<file path="src/rtl/writeback_scoreboard.sv">
// writeback_scoreboard
//   Per-register in-flight counters for non-forwardable producers (loads,
//   multi-cycle mul/div). ID issue increments, WB retirement decrements, and a
//   combinational stall holds any consumer whose source still has an
//   outstanding tracked write. A retiring write in WB counts as resolved, so
//   it does not stall the consumer. Issue is also held when the destination
//   counter is already full.
//   Optional feature macro: SCOREBOARD_STATS_EN builds a saturating 16-bit
//   stall-cycle counter. Without it, stall_count is tied to zero.
module writeback_scoreboard #(
  parameter int NREGS    = 32,
  parameter int CNT_W    = 2,
  parameter int ZERO_REG = 31
) (
  input  logic             clk,
  input  logic             rst,
  input  logic             ID_valid,
  input  logic [4:0]       ID_rs,
  input  logic [4:0]       ID_rt,
  input  logic             ID_rs_used,
  input  logic             ID_rt_used,
  input  logic [4:0]       ID_rd,
  input  logic             ID_RegWrite,
  input  logic             ID_Track,
  input  logic [4:0]       WB_rd,
  input  logic             WB_RegWrite,
  input  logic             WB_Track,
  output logic             stall,
  output logic [NREGS-1:0] pending,
  output logic             sb_err,
  output logic [15:0]      stall_count
);

  localparam logic [CNT_W-1:0] CNT_MAX   = {CNT_W{1'b1}};
  localparam logic [CNT_W-1:0] CNT_ONE   = CNT_W'(1);
  localparam logic [CNT_W-1:0] CNT_ZERO  = {CNT_W{1'b0}};
  localparam logic [4:0]       ZERO_SPEC = 5'(ZERO_REG);

  logic [CNT_W-1:0] count_q [NREGS];
  logic [CNT_W-1:0] count_d [NREGS];
  logic [NREGS-1:0] pending_q;
  logic [NREGS-1:0] pending_d;
  logic             sb_err_q;
  logic             sb_err_d;

  logic [NREGS-1:0] inc;
  logic [NREGS-1:0] dec;
  logic             hz_rs;
  logic             hz_rt;
  logic             sat_hz;
  logic             issue;

  // Decode which register a tracked writeback retires this cycle.
  always_comb begin
    dec = '0;
    for (int r = 0; r < NREGS; r++) begin
      dec[r] = WB_RegWrite && WB_Track && (WB_rd == 5'(r)) && (r != ZERO_REG);
    end
  end

  // Source and saturation hazards; a final write retiring in WB does not stall.
  always_comb begin
    hz_rs  = ID_rs_used && (ID_rs != ZERO_SPEC) && (count_q[ID_rs] != CNT_ZERO)
             && !((count_q[ID_rs] == CNT_ONE) && dec[ID_rs]);
    hz_rt  = ID_rt_used && (ID_rt != ZERO_SPEC) && (count_q[ID_rt] != CNT_ZERO)
             && !((count_q[ID_rt] == CNT_ONE) && dec[ID_rt]);
    sat_hz = ID_RegWrite && ID_Track && (ID_rd != ZERO_SPEC)
             && (count_q[ID_rd] == CNT_MAX) && !dec[ID_rd];
    stall  = ID_valid && (hz_rs || hz_rt || sat_hz);
    issue  = ID_valid && !stall;
  end

  // Decode which register an issuing tracked producer claims this cycle.
  always_comb begin
    inc = '0;
    for (int r = 0; r < NREGS; r++) begin
      inc[r] = issue && ID_RegWrite && ID_Track && (ID_rd == 5'(r)) && (r != ZERO_REG);
    end
  end

  // Counter next state; underflow and overflow hold the count and flag an error.
  always_comb begin
    sb_err_d  = sb_err_q;
    pending_d = '0;
    for (int r = 0; r < NREGS; r++) begin
      count_d[r] = count_q[r];
      if (inc[r] && !dec[r]) begin
        if (count_q[r] == CNT_MAX) begin
          sb_err_d = 1'b1;
        end else begin
          count_d[r] = count_q[r] + CNT_ONE;
        end
      end else if (dec[r] && !inc[r]) begin
        if (count_q[r] == CNT_ZERO) begin
          sb_err_d = 1'b1;
        end else begin
          count_d[r] = count_q[r] - CNT_ONE;
        end
      end else begin
        count_d[r] = count_q[r];
      end
      pending_d[r] = (count_d[r] != CNT_ZERO);
    end
  end

  // Tracking state: counters, pending mirror and sticky error flag.
  always_ff @(posedge clk or posedge rst) begin
    if (rst) begin
      for (int r = 0; r < NREGS; r++) begin
        count_q[r] <= CNT_ZERO;
      end
      pending_q <= '0;
      sb_err_q  <= 1'b0;
    end else begin
      for (int r = 0; r < NREGS; r++) begin
        count_q[r] <= count_d[r];
      end
      pending_q <= pending_d;
      sb_err_q  <= sb_err_d;
    end
  end

  assign pending = pending_q;
  assign sb_err  = sb_err_q;

`ifdef SCOREBOARD_STATS_EN
  logic [15:0] stall_count_q;
  logic [15:0] stall_count_d;

  // Saturating count of cycles in which ID was held.
  always_comb begin
    if (stall && (stall_count_q != 16'hFFFF)) begin
      stall_count_d = stall_count_q + 16'd1;
    end else begin
      stall_count_d = stall_count_q;
    end
  end

  // Stall statistics register.
  always_ff @(posedge clk or posedge rst) begin
    if (rst) begin
      stall_count_q <= 16'h0000;
    end else begin
      stall_count_q <= stall_count_d;
    end
  end

  assign stall_count = stall_count_q;
`else
  assign stall_count = 16'h0000;
`endif

endmodule

</file>
<file path="config.mk">
export PLATFORM = sky130hd
export DESIGN_NAME = writeback_scoreboard
export DESIGN_NICKNAME = d
export VERILOG_FILES = /design/src/rtl/writeback_scoreboard.sv
export SDC_FILE = /design/constraint.sdc
export NUM_CORES = 1
export LEC_CHECK = 0
export CORE_MARGIN = 4
export CORE_UTILIZATION = 59
export DETAILED_ROUTE_END_ITERATION = 8
export PLACE_DENSITY = 0.89
export SYNTH_ARGS = -nofsm -noshare
export SYNTH_HDL_FRONTEND = slang
export SYNTH_SLANG_ARGS = --single-unit
export TNS_END_PERCENT = 1
</file>
<file path="constraint.sdc">
create_clock -name clk -period 4.3 [get_ports clk]
set_input_delay 0.43 -clock clk [delete_from_list [all_inputs] [get_ports clk]]
set_output_delay 0.43 -clock clk [all_outputs]
set_load 0.005 [all_outputs]
</file>
==> summary.txt <==
Status
  • Status: complete, no violations

CTS
  • CTS H-tree depth: 3
  • CTS tree: done
  • Clock insertion delay at the later pin of the skew report: 0.36 ns
  • Number of buffers created by CTS: 9
  • CTS hold repair buffers: 0
  • Clock slew at reported path FFs: 0.06 ns
  • Clk sinks: 94
  • Clock tree buffer depth: 2
  • Clock Tree Root: clkbuf_16

Floorplan
  • Die ar.: 0.01558 mm2
  • # rows: 42
  • DIE HEIGHT: 124.8 um
  • Core footprint: 0.01330 mm2
  • Die width: 124.8 um
  • Starting Density: 60.55%
  • I/O Pins: 79

STA
  • Relative slew margins: 40.19%
  • RSZ-0062 raised after global routing: no
  • Worst slew pin tran: 0.8971 ns
  • Final-report hold violation count: 0
  • Max Freq: 0.2370 GHz
  • Fin. max-slew vios: 0
  • Final period utilization: 98.13%
  • Setup ws final: 0.08055 ns
  • Fin crit period: 4.219 ns
  • Worst Skew: 0.008652 ns
  • Final setup vio count: 0

Route
  • Top sig layer: met5
  • WL per Instance: 24.78 um
  • Met2 wire len: 13,910 um
  • WL met3: 4556 um
  • Detail Route Antenna Nets: 0
  • DRC viols: 0
  • First-pass detailed-route iteration total: 9
  • DRT met1 WL: 11,640 um
  • WL final: 32,120 um
  • Via count: 8,956
  • Vias/cell: 6.910
  • DR iter-0 viols: 1,573

Final layout
  • # diodes: 0
  • Reg area: 0.002352 mm2
  • Fill cells: 1,006
  • Layout area overhead: 24.45%
  • Layout cell share with drive strength beyond 1: 21.43%
  • Fin cells: 1,296
  • # nets final: 1,144
  • Multi-input gate area: 0.005170 mm2
  • Fin area: 0.01002 mm2

Logic synthesis
  • Post-Syn Area: 0.008050 mm2
  • Synth top cells by count: 107 x nor2_1, 102 x nand2_1, 94 x dfrtp_1
  • Synth async-reset ratio: 100.0%
  • Top-count cell post-synth: nor2_1
  • Number of enable flip-flop cells after synthesis: 0
  • Post-Syn Instances: 971
  • Avg Inst Size Synth: 8.291 um2
  • Distinct cells, synth: 84
  • Yosys top cell by area: dfrtp_1
  • Ys flop type: dfrtp_1
  • Ranking of synthesized cells by area: dfrtp_1 29%, mux4_2 11%, nor2_1 5.0%
  • Top-area cell type share of the netlist area: 29.22%
  • #FFs+latches synth: 94
  • Sequential fraction of the synthesis area: 29.22%
  • Yosys warnings: 0

Placed design
  • Count of buffers from port buffering: 61
  • RePlAce Congestion: 1.106
  • Post-Place Cells: 1,280
  • DP HPWL: 24,880 um
  • DP Area: 0.009694 mm2
  • Pre-CTS setup slack: -0.0002482 ns

GRT
  • Largest net degree at the start of global routing: 74
  • Vias in the first global route: 8,529
  • Grt total ovfl: 0
  • Initial antenna violation count: 1
  • First-pass GRT wire length: 49,040 um
  • Total GRT Usage: 40.64%

Power and ir drop
  • Leakage: 4.107 nW
  • Power, Total: 2.908 mW
  • Worst IR drop on VDD: 263.6 uV
  • P per Cell Area: 290.3 mW/mm2

Worst setup path
  • Worst Setup Path Type: input port to output pin
  • Critical R2R Capture: pending[1]
  • Required @ worst endpoint: 3.87 ns
  • Reg2reg start: count_q[23]
  • Worst path arrival time: 3.79 ns
  • Crit. Startpoint: ID_rt[0]
  • Worst setup EP type: output pin
  • FF-to-FF path depth: 14
  • Setup slack, reg-to-reg: 0.49 ns
  • Startpoint types: input port
  • Worst-path maximum fanout: 16

Min path
  • Worst min-delay path class: input port to asynchronous set/reset pin

Run
  • Max-cap viol count: 0
-- metrics by stage --
stage	util (%)	setup TNS, ns	hold slack, ns
detailed placement	72.92	-0.0002482	0.5995
global route	75.35	0	0.6652
finish	75.35	0	0.6165
global placement	72.92	0	0.5937
floorplan	-	0	0.5081
CTS	75.31	0	0.6162
-- flip-flops by register name (all words and copies together) (netlist names) --
signal	cells
sb_err	1
count_q	62
pending	31
-- final cells by class --
class	count	share of cell area [%]
clock inverter	3	0.6744
tap	176	2.198
multi-input combinational	769	51.60
inverter	35	1.336
timing repair buffer	206	18.21
sequential	94	23.48
clock buffer	13	2.498
-- logic make-up (layout without fill, tap and decap cells) --
group | count (synthesis) | in the layout | share of synthesized area (%)
compound gates | 228 | 228 | 19.06
xor+xnor | 13 | 13 | 1.414
fa+ha+maj | 7 | 7 | 0.8704
buf+inv | 124 | 257 | 7.382
flops | 94 | 94 | 29.22
mux | 76 | 76 | 15.53
other cells | 1 | 17 | 0.04658
simple gates | 428 | 428 | 26.48
-- power by group --
| part | switching [mW] | internal, mW |
|---|---|---|
| Sequential | 0.168 | 0.979 |
| Combinational | 0.446 | 0.444 |
| Clock | 0.346 | 0.526 |
-- layer usage --
metal  track usage, %  up-vias
met5                0        -
met4            19.13        2
met3            12.56      185
met2            61.80      754
met1            53.11     4174
li1                 -     3841
-- how the worst max path moves through the flow --
stage | end | slack, ns | cells past startpoint
2_1_floorplan | sb_err | 0.75 | 15
3_3_place_gp | pending[1] | 0.07 | 16
3_5_place_dp | pending[1] | -0.0002 | 16
4_1_cts | stall | 0.08 | 13
5_1_grt | stall | 0.01 | 14
6_report | stall | 0.08 | 14
-- cell usage in the layout (no fill, tap or decap), types with 10 or more instances in the layout --
cell type	n
nor3_1	44
or3_1	10
conb_1	17
nand2_1	102
nor4_1	17
o21ai_0	45
a21oi_1	68
inv_1	33
nand4_1	18
dfrtp_1	94
buf_4	135
clkdlybuf4s50_1	61
mux4_2	38
mux2i_1	27
buf_12	10
or2_2	11
nand3_1	37
mux2_2	11
nand2b_1	21
o211ai_1	15
nor2_1	107
-- what timing repair did --
action                                  CTS  global route
endpoints found under the setup margin    0             1
gates resized for setup                   0             1
buffers inserted                          0             0
-- critical path, stage by stage --
cell	delay, ns
clkdlybuf4s50_1	0.50
buf_12	0.15
buf_12	0.16
mux4_2	0.55
mux2_2	0.28
a211o_1	0.34
buf_4	0.14
nand2_1	0.09
a21oi_4	0.04
nand2_2	0.13
buf_12	0.16
buf_4	0.15
and2_1	0.14
clkdlybuf4s50_1	0.50
No activity file was read; power rests on OpenSTA's default activity.
